### src/rtl/fifo_pkg.sv
// Shared helpers for the synchronous FIFO: width calculation and parameter legality.
package fifo_pkg;

   function automatic int clog2(input int value);
      int result;
      int v;
      result = 0;
      v      = value - 1;
      for (int i = 0; i < 32; i++) begin
         if (v > 0) begin
            result = result + 1;
            v      = v >> 1;
         end
      end
      return result;
   endfunction

   function automatic bit params_legal(input int addrsize, input int afull_thresh,
                                       input int aempty_thresh, input int fwft);
      int depth;
      depth = 1 << addrsize;
      return (afull_thresh >= 1) && (afull_thresh <= depth) &&
             (aempty_thresh >= 0) && (aempty_thresh <= depth - 1) &&
             ((fwft == 0) || (fwft == 1));
   endfunction

endpackage

### src/rtl/sync_fifo_mem.sv
// Register-array storage with one write port and one read port; the read path is
// either combinational (first-word-fall-through) or a register loaded on re.
module sync_fifo_mem #(
   parameter int DATASIZE = 8,
   parameter int ADDRSIZE = 4,
   parameter int FWFT     = 0
) (
   input  logic                clk,
   input  logic                rst_n,
   input  logic                we,
   input  logic [ADDRSIZE-1:0] waddr,
   input  logic [DATASIZE-1:0] wdata,
   input  logic                re,
   input  logic [ADDRSIZE-1:0] raddr,
   output logic [DATASIZE-1:0] rdata
);

   localparam int DEPTH = 1 << ADDRSIZE;

   logic [DATASIZE-1:0] mem_q [DEPTH];

   // Contents are deliberately never cleared; pointers alone define validity.
   always_ff @(posedge clk) begin
      if (we) begin
         mem_q[waddr] <= wdata;
      end
   end

   generate
      if (FWFT != 0) begin : g_fwft
         logic unused_fwft;
         assign unused_fwft = ^{rst_n, re};
         assign rdata       = mem_q[raddr];
      end else begin : g_registered
         logic [DATASIZE-1:0] rdata_q;
         always_ff @(posedge clk) begin
            if (!rst_n) begin
               rdata_q <= '0;
            end else if (re) begin
               rdata_q <= mem_q[raddr];
            end
         end
         assign rdata = rdata_q;
      end
   endgenerate

endmodule

### src/rtl/sync_fifo.sv
// Single-clock FIFO: pointers, fill count, registered status flags and sticky error
// flags around a register-array memory.
module sync_fifo
   import fifo_pkg::*;
#(
   parameter int DATASIZE      = 8,
   parameter int ADDRSIZE      = 4,
   parameter int AFULL_THRESH  = (1 << ADDRSIZE) - 2,
   parameter int AEMPTY_THRESH = 2,
   parameter int FWFT          = 0
) (
   input  logic                clk,
   input  logic                rst_n,
   input  logic                winc,
   input  logic [DATASIZE-1:0] wdata,
   input  logic                rinc,
   output logic [DATASIZE-1:0] rdata,
   output logic                wfull,
   output logic                rempty,
   output logic                walmost_full,
   output logic                ralmost_empty,
   output logic [ADDRSIZE:0]   count,
   output logic                overflow,
   output logic                underflow
);

   localparam int DEPTH = 1 << ADDRSIZE;
   localparam int CW    = clog2(DEPTH + 1);

   generate
      if (!params_legal(ADDRSIZE, AFULL_THRESH, AEMPTY_THRESH, FWFT)) begin : g_illegal_params
         $error("sync_fifo: illegal threshold or FWFT parameter");
      end
   endgenerate

   logic [ADDRSIZE:0] wptr_q, wptr_d, rptr_q, rptr_d;
   logic [CW-1:0]     count_q, count_d;
   logic              wfull_q, wfull_d, rempty_q, rempty_d;
   logic              afull_q, afull_d, aempty_q, aempty_d;
   logic              overflow_q, overflow_d, underflow_q, underflow_d;
   logic              we, re;

   // Requests sampled during reset must neither move state nor raise errors.
   assign we = winc & ~wfull_q & rst_n;
   assign re = rinc & ~rempty_q & rst_n;

   always_comb begin
      wptr_d      = wptr_q + {{ADDRSIZE{1'b0}}, we};
      rptr_d      = rptr_q + {{ADDRSIZE{1'b0}}, re};
      count_d     = count_q + {{(CW-1){1'b0}}, we} - {{(CW-1){1'b0}}, re};
      rempty_d    = (count_d == '0);
      wfull_d     = (count_d == CW'(DEPTH));
      afull_d     = (count_d >= CW'(AFULL_THRESH));
      aempty_d    = (count_d <= CW'(AEMPTY_THRESH));
      overflow_d  = overflow_q | (winc & wfull_q);
      underflow_d = underflow_q | (rinc & rempty_q);
   end

   always_ff @(posedge clk) begin
      if (!rst_n) begin
         wptr_q      <= '0;
         rptr_q      <= '0;
         count_q     <= '0;
         rempty_q    <= 1'b1;
         wfull_q     <= 1'b0;
         afull_q     <= 1'b0;
         aempty_q    <= 1'b1;
         overflow_q  <= 1'b0;
         underflow_q <= 1'b0;
      end else begin
         wptr_q      <= wptr_d;
         rptr_q      <= rptr_d;
         count_q     <= count_d;
         rempty_q    <= rempty_d;
         wfull_q     <= wfull_d;
         afull_q     <= afull_d;
         aempty_q    <= aempty_d;
         overflow_q  <= overflow_d;
         underflow_q <= underflow_d;
      end
   end

   sync_fifo_mem #(
      .DATASIZE (DATASIZE),
      .ADDRSIZE (ADDRSIZE),
      .FWFT     (FWFT)
   ) u_mem (
      .clk   (clk),
      .rst_n (rst_n),
      .we    (we),
      .waddr (wptr_q[ADDRSIZE-1:0]),
      .wdata (wdata),
      .re    (re),
      .raddr (rptr_q[ADDRSIZE-1:0]),
      .rdata (rdata)
   );

   assign count         = count_q;
   assign wfull         = wfull_q;
   assign rempty        = rempty_q;
   assign walmost_full  = afull_q;
   assign ralmost_empty = aempty_q;
   assign overflow      = overflow_q;
   assign underflow     = underflow_q;

endmodule

### config.mk
export PLATFORM = sky130hd
export DESIGN_NAME = sync_fifo
export DESIGN_NICKNAME = d
export VERILOG_FILES = /design/src/rtl/fifo_pkg.sv /design/src/rtl/sync_fifo_mem.sv /design/src/rtl/sync_fifo.sv
export SDC_FILE = /design/constraint.sdc
export NUM_CORES = 1
export LEC_CHECK = 0
export BUFFER_PORTS_ARGS = -buffer_cell sky130_fd_sc_hd__buf_2
export CELL_PAD_IN_SITES_DETAIL_PLACEMENT = 2
export CELL_PAD_IN_SITES_GLOBAL_PLACEMENT = 2
export CORE_ASPECT_RATIO = 2
export CORE_UTILIZATION = 46
export DETAILED_ROUTE_END_ITERATION = 8
export HOLD_SLACK_MARGIN = 0.05
export PLACE_DENSITY_LB_ADDON = 0.1
export SLEW_MARGIN = 10
export SYNTH_ARGS = -nofsm -noshare
export SYNTH_HDL_FRONTEND = slang
export SYNTH_SLANG_ARGS = --single-unit
### constraint.sdc
create_clock -name clk -period 3 [get_ports clk]
set_input_delay 0.6 -clock clk [delete_from_list [all_inputs] [get_ports clk]]
set_output_delay 0.6 -clock clk [all_outputs]
set_load 0.02 [all_outputs]
==> impl_metrics.tcl, run 1 <==
set metrics [dict create \
    timing.critical_path.from_type "flop" \
    fin_skew_ns 0.00845 \
    critPathSlowestCell "sky130_fd_sc_hd__fa_1" \
    postCtsResizedCells 0 \
    final_replace_weighted_congestion 0.725 \
    final_period_minus_worst_setup_slack_ns 2.40 \
    min-delay-path-class "input pin to flop" \
    antenna_found_initial 0 \
    synth.cells.most_frequent "128 x sky130_fd_sc_hd__edfxtp_1, 27 x sky130_fd_sc_hd__dfxtp_1, 17 x sky130_fd_sc_hd__mux2i_1" \
    instances_no_fill 561 \
    top_reg_cell_synth "sky130_fd_sc_hd__edfxtp_1" \
    congestion_overflow_gr 0 \
    dr.pass1.iters 4 \
    final_net_count 416 \
    drive_gt1_share_pct 24.7 \
    crit_path_cell_trace "nand3b_1 > inv_1 > xnor2_1 > ha_1 > fa_1 > a21o_1 > a21oi_1 > xnor2_1 > nor4bb_1" \
    track_usage_pct 23.2 \
    synth.net_count 365 \
    worst-r2r-cell-count 9 \
    ctsHoldBuffers 0 \
    dp_cells 529 \
    via_count_of_the_routed_design 3261 \
    grt_pass1_vias 3702 \
    worst_setup_path_end_kind "flop" \
    cts_setup_buffers 0 \
    worstHoldPathCells 3 \
    routed_via_density 5.81 \
    grt_setup_unrepaired "no" \
    synth.yosys.seq_area_share_pct 71.4 \
    cts_max_level 4 \
    post-route-period-util_pct 80.1 \
    detailedPlacementHpwl_um 10300 \
    drt_iter0_markers 222 \
    postSynthAreaPerCell_sq_um 17.8 \
    yosys.area.top_type_share_pct 62.6 \
    worstMarginPinSlew_ns 0.862 \
    finalWirelength_um 14800 \
    maxClockFrequency_ghz 0.416 \
    preCtsSetupSlack_ns 0.224 \
    clock_input_transition_at_the_sequential_cells_of_the_worst_setup_and_hold_paths_ns 0.07 \
    synth-warning-count 0 \
    drc 0 \
    synth_top_cells_by_area "sky130_fd_sc_hd__edfxtp_1 63%, sky130_fd_sc_hd__dfxtp_1 8.8%, sky130_fd_sc_hd__mux4_1 5.6%" \
    ioPinCount 31 \
    areaGrowthSynthToFinish_pct 16.6 \
    clock_tree.buffer_depth 2 \
    status "completed" \
    ir_worst_vdd_uv 639 \
    ys_ff_latch 155 \
    criticalPathCategory "flop to flop" \
    syn_inst 345 \
    design.die.area_sq_mm 0.0138 \
    power.density_mw_per_mm2 812 \
    netlist_area_sq_mm 0.00614 \
    row_count 59 \
    max_slew_margin_pct 42.6 \
    synth_most_common_cell "sky130_fd_sc_hd__edfxtp_1" \
    synth_edf_count 128 \
    initial_core_util_pct 47.2 \
    timing.critical_path.arrival_ns 2.73 \
    slew_violations 0 \
    crit_path_most_repeated_cell "sky130_fd_sc_hd__xnor2_1" \
    critical_path_max_stage_delay_ns 0.41 \
    grt_start_max_net_pins 32 \
    setup_ws_ns 0.598 \
    global_route_wire_length_before_repair_um 22700 \
    worstPathMaxFanout 5 \
    antenna-diode-count 0 \
    finalHoldViolCount 0 \
    core_sq_mm 0.0130 \
    skew_pair_late_insertion_delay_ns 0.42 \
    timing.setup.tns_ns 0 \
    critical_path_required_ns 3.33 \
    cts-buffers-inserted 17 \
    timing.final.setup_violations 0 \
    netlist-cell-type-count 39 \
    cts_sinks 155 \
    route.antenna.remaining_nets 0 \
    power.leakage_nw 2.52 \
    tritoncts "done" \
    floorplan.die.width_um 83.7 \
    post_drt_wl_per_cell_um 26.5 \
    portBuffers 30 \
    clockRootBuffer "sky130_fd_sc_hd__clkbuf_16" \
    asr_flop_ratio_synth_pct 0 \
    die_height_um 165 \
    synthDominantAreaCellType "sky130_fd_sc_hd__edfxtp_1" \
    cap_viol_max_count 0 \
]
-- layout make-up --
class	instances	area, sq um
clock buffer	17	425
sequential	155	4390
inverter	4	15.0
tap	152	190
multi-input combinational	167	1620
clock inverter	15	201
timing repair buffer	51	320
fill	1136	5840
-- worst paths after layout --
kind	startpoint	slack, ns	endpoint
worst min-delay path	winc	0.47	overflow$_SDFF_PN0_
worst max register to register	wfull$_SDFF_PN0_	0.60	wfull$_SDFF_PN0_
worst min register to register	u_mem.rdata[5]$_SDFFE_PN0P_	0.50	u_mem.rdata[5]$_SDFFE_PN0P_
worst max-delay path	wfull$_SDFF_PN0_	0.60	wfull$_SDFF_PN0_
-- layer usage --
metal | vias up | part of all wire (%) | GRT usage [%]
li1 | 1470 | - | -
met1 | 1724 | 37 | 24.8
met2 | 52 | 59 | 45.8
met3 | 15 | 2.1 | 4.03
met4 | 0 | 1.5 | 7.32
met5 | - | 0 | 0
-- report_power, final --
| group | total [mW] | switching [mW] | internal (mW) | leakage, nW |
|---|---|---|---|---|
| logic | 0.976 | 0.556 | 0.420 | 0.830 |
| clock network | 2.30 | 0.955 | 1.35 | 0.311 |
| registers | 2.53 | 0.0861 | 2.44 | 1.37 |
| total | 5.81 | 1.60 | 4.21 | 2.52 |
-- worst max-delay path: cells and delay by family (launching register included) --
family	cells	cell delay, ns
compound gates	2	0.33
xor+xnor	2	0.35
fa+ha+maj	2	0.62
buf+inv	1	0.16
flops	1	0.32
simple gates	2	0.53
-- kinds of logic (layout without fill, tap and decap cells) --
| family | after synthesis | after routing | synth area share (%) |
|---|---|---|---|
| buf+inv | 23 | 87 | 2.24 |
| xor+xnor | 10 | 10 | 1.43 |
| flops | 155 | 155 | 71.4 |
| mux | 47 | 47 | 13.3 |
| simple gates | 66 | 66 | 5.69 |
| fa+ha+maj | 8 | 8 | 1.75 |
| compound gates | 36 | 36 | 4.18 |
-- sequential cells by signal, indices dropped and copies added, names as in the netlist, 4 cells and up --
name / count
wptr_q: 4
count: 5
rptr_q: 4
u_mem.mem_q: 128
u_mem.rdata: 8
-- cell usage in the layout (no fill, tap or decap), types with 3 or more instances in the layout --
cell type                   instances
sky130_fd_sc_hd__mux2i_1           17
sky130_fd_sc_hd__a21oi_1            5
sky130_fd_sc_hd__a221oi_1           8
sky130_fd_sc_hd__a22oi_1            7
sky130_fd_sc_hd__inv_1              4
sky130_fd_sc_hd__mux2_2             7
sky130_fd_sc_hd__xnor2_1            6
sky130_fd_sc_hd__nor3_1             5
sky130_fd_sc_hd__clkbuf_16         17
sky130_fd_sc_hd__inv_8              4
sky130_fd_sc_hd__nand2_1           10
sky130_fd_sc_hd__nor2_1            15
sky130_fd_sc_hd__a21o_1             3
sky130_fd_sc_hd__bufinv_16          3
sky130_fd_sc_hd__buf_2             30
sky130_fd_sc_hd__ha_1               7
sky130_fd_sc_hd__buf_4             20
sky130_fd_sc_hd__nor2b_1            8
sky130_fd_sc_hd__edfxtp_1         128
sky130_fd_sc_hd__mux4_1            13
sky130_fd_sc_hd__mux4_2            10
sky130_fd_sc_hd__xor2_1             4
sky130_fd_sc_hd__o21ai_0            7
sky130_fd_sc_hd__dfxtp_1           26
sky130_fd_sc_hd__and2_1            15
sky130_fd_sc_hd__inv_6              5
sky130_fd_sc_hd__nand3_1            3
-- through the flow --
stage | total power [mW] | util, % | instance area, sq um | hold WS, ns
2_1_floorplan | 3.25 | - | 6140 | 0.558
3_3_place_gp | 3.52 | 50.2 | 6530 | 0.471
3_5_place_dp | 3.57 | 50.2 | 6530 | 0.482
4_1_cts | 5.88 | 55.1 | 7150 | 0.460
5_1_grt | 6.02 | 55.1 | 7150 | 0.479
6_report | 5.81 | 55.1 | 7150 | 0.470
No activity file was read; power rests on OpenSTA's default activity.
==> inputs of run 2 (changes only) <==
==> constraint.sdc (replaced) <==
create_clock -name clk -period 2.5 [get_ports clk]
set_input_delay 0.5 -clock clk [delete_from_list [all_inputs] [get_ports clk]]
set_output_delay 0.5 -clock clk [all_outputs]
set_load 0.02 [all_outputs]
==> run 2 against run 1 <==
Compared with the run above:
- clock skew is 0.0010 ns higher
- wire length is 4.5% lower
- global-route usage is 1.3 points lower
==> impl_metrics.tcl, run 2 (synthesis results as in run 1) <==
set metrics [dict create \
    global_route_wire_length_before_repair_um 21500 \
    regMostFlops "u_mem.mem_q" \
    timing.critical_path.arrival_ns 2.59 \
    timing.setup.tns_ns 0 \
    cts-buffers-inserted 17 \
    track_usage_pct 21.9 \
    post_drt_wl_per_cell_um 24.9 \
    maxClockFrequency_ghz 0.443 \
    clock_input_transition_at_the_sequential_cells_of_the_worst_setup_and_hold_paths_ns 0.07 \
    clock_tree.buffer_depth 2 \
    largest_reg_flops 128 \
    grt_start_max_net_pins 34 \
    grt_setup_unrepaired "no" \
    dp_cells 538 \
    criticalPathCategory "flop to flop" \
    status "completed" \
    postCtsResizedCells 0 \
    die_height_um 165 \
    max_slew_margin_pct 57.2 \
    power.density_mw_per_mm2 959 \
    dr.pass1.iters 4 \
    antenna-diode-count 0 \
    cts_sinks 155 \
    final_period_minus_worst_setup_slack_ns 2.26 \
    drive_gt1_share_pct 26.8 \
    drc 0 \
    critPathSlowestCell "sky130_fd_sc_hd__fa_1" \
    ir_worst_vdd_uv 654 \
    cap_viol_max_count 0 \
    min-delay-path-class "input pin to flop" \
    finalHoldViolCount 0 \
    post-route-period-util_pct 90.3 \
    fin_skew_ns 0.00948 \
    routed_via_density 5.70 \
    drt_iter0_markers 123 \
    antenna_found_initial 0 \
    preCtsSetupSlack_ns -0.0672 \
    cts_setup_buffers 0 \
    finalWirelength_um 14200 \
    slew_violations 0 \
    layout.cells.most_common "sky130_fd_sc_hd__edfxtp_1" \
    clockRootBuffer "sky130_fd_sc_hd__clkbuf_16" \
    worst_path_dominant_cell_family "adder cells" \
    areaGrowthSynthToFinish_pct 17.7 \
    setup_ws_ns 0.243 \
    final_net_count 425 \
    final_design_area_no_fill_sq_mm 0.00723 \
    worstMarginPinSlew_ns 0.643 \
    row_count 59 \
    floorplan.die.width_um 83.7 \
    skew_pair_late_insertion_delay_ns 0.42 \
    instances_no_fill 570 \
    final_replace_weighted_congestion 0.726 \
    critPathBufInv 0 \
    dpl-instance-area_sq_mm 0.00661 \
    critical_path_required_ns 2.83 \
    grt_pass1_vias 3679 \
    core_sq_mm 0.0130 \
    design.die.area_sq_mm 0.0138 \
    power.leakage_nw 2.55 \
    critical_path_max_stage_delay_ns 0.41 \
    cts_max_level 4 \
    initial_core_util_pct 47.2 \
    timing.final.setup_violations 0 \
    ctsHoldBuffers 0 \
    congestion_overflow_gr 0 \
    crit_path_cell_trace "nand3b_1 > xnor2_1 > ha_1 > fa_1 > a21o_1 > a21oi_2 > xnor2_2 > nor4bb_1" \
    timing.critical_path.from_type "flop" \
    worstPathMaxFanout 5 \
    portBuffers 30 \
    detailedPlacementHpwl_um 10100 \
    via_count_of_the_routed_design 3247 \
    worst_setup_path_end_kind "flop" \
    route.antenna.remaining_nets 0 \
    tritoncts "done" \
    layout_common_cells "128 x sky130_fd_sc_hd__edfxtp_1, 30 x sky130_fd_sc_hd__buf_2, 28 x sky130_fd_sc_hd__buf_4" \
    ioPinCount 31 \
]
## run 2: area by class of cell
class	instances	area, sq um
flip-flops and latches	155	4390
well taps	152	190
multi-input cells	167	1630
repair buffers	60	400
clock buffers	17	425
inverters	4	15.0
fillers	1157	5770
clock inverters	15	181
## run 2: worst register-to-register path, stage by stage (launching register included)
cell                       delay, ns
sky130_fd_sc_hd__dfxtp_1        0.34
sky130_fd_sc_hd__nand3b_1       0.21
sky130_fd_sc_hd__xnor2_1        0.16
sky130_fd_sc_hd__ha_1           0.22
sky130_fd_sc_hd__fa_1           0.41
sky130_fd_sc_hd__a21o_1         0.20
sky130_fd_sc_hd__a21oi_2        0.18
sky130_fd_sc_hd__xnor2_2        0.18
sky130_fd_sc_hd__nor4bb_1       0.28
## run 2: routing by layer
metal,vias to the layer above,GRT usage [%],part of all wire [%]
li1,1483,-,-
met1,1690,22.6,36
met2,45,43.2,60
met3,29,3.63,1.7
met4,0,8.94,2.2
met5,-,0,0
## run 2: where the power goes
group          switching [mW]  leakage, nW  internal [mW]
Sequential             0.0919         1.37           2.93
Clock                    1.10        0.295           1.51
Combinational           0.728        0.885          0.572
Total                    1.92         2.55           5.01
## run 2: per-stage QoR
stage                     util (%)  power [mW]  hold WS [ns]
after floorplan                  -        3.91         0.558
after global placement        50.9        4.27         0.472
after detailed placement      50.9        4.35         0.480
after CTS                     55.5        6.97         0.344
after global routing          55.6        7.19         0.375
final                         55.6        6.93         0.361
## run 2: final timing paths
kind / endpoint / from / cells after the start / slack, ns
setup / recovery: wfull$_SDFF_PN0_ / rempty$_SDFF_PN1_ / 8 / 0.24
hold / removal: overflow$_SDFF_PN0_ / winc / 3 / 0.36
setup reg to reg: wfull$_SDFF_PN0_ / rempty$_SDFF_PN1_ / 8 / 0.24
hold reg to reg: u_mem.rdata[3]$_SDFFE_PN0P_ / u_mem.rdata[3]$_SDFFE_PN0P_ / 2 / 0.49
==> inputs of run 3 (changes only) <==
--- a/config.mk
+++ b/config.mk
@@ -13,6 +13,7 @@
 export DETAILED_ROUTE_END_ITERATION = 8
 export HOLD_SLACK_MARGIN = 0.05
 export PLACE_DENSITY_LB_ADDON = 0.1
+export SETUP_SLACK_MARGIN = 0.5
 export SLEW_MARGIN = 10
 export SYNTH_ARGS = -nofsm -noshare
 export SYNTH_HDL_FRONTEND = slang
==> run 3 against run 2 <==
Compared with the run above:
- global-route usage up 0.68 points
- fmax up 1.5%
- wire length up 4.9%
- die area unchanged
- combinational power up 16%
- sequential cell count unchanged
- hold slack better by 0.053 ns
- first-iteration DRC count up 49%
- critical path depth down 1
- power about the same
- largest cell class unchanged
- cell area up 0.90%
- sequential share of layout area down 0.51 points
==> impl_metrics.tcl, run 3 (synthesis results as in run 1) <==
set metrics [dict create \
    final.fill_count 1138 \
    cap_viol_max_count 0 \
    worstPathMaxFanout 3 \
    portBuffers 30 \
    drt_iter0_markers 183 \
    floorplan.die.width_um 83.7 \
    tritoncts "done" \
    timing.critical_path.arrival_ns 2.56 \
    cp-startpoint "wfull$_SDFF_PN0_" \
    routed_via_density 5.78 \
    grt_setup_unrepaired "yes" \
    fin_skew_ns 0.0118 \
    regMostFlops "u_mem.mem_q" \
    areaGrowthSynthToFinish_pct 18.8 \
    min-delay-path-class "input pin to flop" \
    dr.pass1.iters 4 \
    final_net_count 431 \
    final_design_area_no_fill_sq_mm 0.00729 \
    route.antenna.remaining_nets 0 \
    initial_core_util_pct 47.2 \
    timing.critical_path.from_type "flop" \
    layout_common_cells "128 x sky130_fd_sc_hd__edfxtp_1, 32 x sky130_fd_sc_hd__buf_4, 30 x sky130_fd_sc_hd__buf_2" \
    grt_start_max_net_pins 21 \
    finalWirelength_um 14900 \
    core_sq_mm 0.0130 \
    track_usage_pct 22.6 \
    status "completed" \
    critPathSlowestCell "sky130_fd_sc_hd__fa_2" \
    drc 0 \
    crit_end "wfull$_SDFF_PN0_" \
    ioPinCount 31 \
    max_slew_margin_pct 61.7 \
    post-route-period-util_pct 89.0 \
    instances_no_fill 576 \
    power.density_mw_per_mm2 950 \
    criticalPathCategory "flop to flop" \
    power.leakage_nw 2.58 \
    worst-r2r-cell-count 7 \
    final_replace_weighted_congestion 0.741 \
    cts-buffers-inserted 17 \
    detailedPlacementHpwl_um 9970 \
    global_route_wire_length_before_repair_um 22200 \
    grt_pass1_vias 3757 \
    congestion_overflow_gr 0 \
    finalHoldViolCount 0 \
    origin_of_the_critical_flop_to_flop_path "wfull$_SDFF_PN0_" \
    skew_pair_late_insertion_delay_ns 0.42 \
    worst_path_dominant_cell_family "simple AND/OR/NAND/NOR gates" \
    die_height_um 165 \
    critical_path_required_ns 2.83 \
    via_count_of_the_routed_design 3330 \
    cts_sinks 155 \
    maxClockFrequency_ghz 0.450 \
    antenna_found_initial 0 \
    worstMarginPinSlew_ns 0.559 \
    largest_reg_flops 128 \
    final_period_minus_worst_setup_slack_ns 2.22 \
    worst_r2r_endpoint "wfull$_SDFF_PN0_" \
    layout.cells.most_common "sky130_fd_sc_hd__edfxtp_1" \
    ir_worst_vdd_uv 756 \
    post_drt_wl_per_cell_um 25.8 \
    worstHoldStart "winc" \
    critical_path_depth 7 \
    rrSetupSlack_ns 0.28 \
    timing.final.setup_violations 0 \
    clock_input_transition_at_the_sequential_cells_of_the_worst_setup_and_hold_paths_ns 0.06 \
    timing.setup.tns_ns 0 \
    critical_path_max_stage_delay_ns 0.46 \
    clockRootBuffer "sky130_fd_sc_hd__clkbuf_16" \
    row_count 59 \
    cts_max_level 4 \
    clock_tree.buffer_depth 2 \
    drive_gt1_share_pct 30.7 \
    dpl-instance-area_sq_mm 0.00663 \
    design.die.area_sq_mm 0.0138 \
    dp_cells 538 \
    antenna-diode-count 0 \
    slew_violations 0 \
    crit_path_cell_trace "nand3b_1 > inv_2 > xnor2_2 > ha_2 > fa_2 > or3_4 > nor4bb_4" \
    worst_setup_path_end_kind "flop" \
    critPathBufInv 1 \
]
run 3: cell types whose count changed in the layout (fill, tap and decap cells not counted), moves of 2 or more:
cell,before,now
sky130_fd_sc_hd__xnor2_2,1,3
sky130_fd_sc_hd__clkinvlp_4,1,4
sky130_fd_sc_hd__xnor2_1,5,3
sky130_fd_sc_hd__clkbuf_1,0,2
sky130_fd_sc_hd__dfxtp_1,26,24
sky130_fd_sc_hd__buf_6,0,2
sky130_fd_sc_hd__buf_4,28,32
sky130_fd_sc_hd__bufinv_16,2,0
sky130_fd_sc_hd__dfxtp_2,1,3
run 3: timing repair:
action / 4_1_cts / 5_1_grt
buffers inserted: 5 / 1
hold endpoints to repair: 0 / 0
hold buffers: 0 / 0
endpoints found under the setup margin: 7 / 10
pin swaps: 5 / 3
gates resized for setup: 5 / 8
run 3: power by group:
group / internal, mW / total (mW) / switching (mW)
Combinational: 0.702 / 1.51 / 0.806
Sequential: 2.93 / 3.02 / 0.0907
Clock: 1.32 / 2.39 / 1.07
run 3: final cells by class:
| class | instances | area, sq um | share of cell area, % |
|---|---|---|---|
| Clock buffer | 20 | 447 | 6.13 |
| Tap cell | 152 | 190 | 2.61 |
| Multi-Input combinational cell | 167 | 1690 | 23.2 |
| Clock inverter | 12 | 105 | 1.44 |
| Timing Repair Buffer | 66 | 453 | 6.21 |
| Sequential cell | 155 | 4390 | 60.2 |
| Inverter | 4 | 15.0 | 0.206 |
run 3: per-stage QoR:
stage                     utilization (%)  total power [mW]  setup slack [ns]  hold WS [ns]
final                                56.1              6.93             0.276         0.414
after global routing                 56.1              7.19             0.209         0.422
after CTS                            55.7              6.86             0.290         0.376
after detailed placement             51.0              4.35            0.0381         0.470
after global placement               51.0              4.30             0.121         0.473
after floorplan                         -              3.95             0.199         0.558
run 3: worst min-delay path by stage:
stage,to,depth (start not counted)
2_1_floorplan,rptr_q[1]$_SDFF_PN0_,2
3_3_place_gp,overflow$_SDFF_PN0_,2
3_5_place_dp,u_mem.rdata[0]$_SDFFE_PN0P_,1
4_1_cts,overflow$_SDFF_PN0_,3
5_1_grt,underflow$_SDFF_PN0_,3
6_report,overflow$_SDFF_PN0_,3
run 3: metal layers:
| metal | track usage [%] | up-vias | routed length [um] |
|---|---|---|---|
| met1 | 22.2 | 1746 | 5040 |
| met4 | 8.55 | 0 | 280 |
| met3 | 4.37 | 21 | 401 |
| met2 | 45.5 | 69 | 9160 |
| met5 | 0 | - | 0 |
| li1 | - | 1494 | - |
run 3: worst register-to-register path, delay by kind of cell (launching register included):
kind / cells / cell delay [ns]
AND/OR/NAND/NOR: 3 / 0.91
adder cells (fa/ha/maj): 2 / 0.68
flip-flops: 1 / 0.32
buffers and inverters: 1 / 0.12
XOR/XNOR: 1 / 0.12
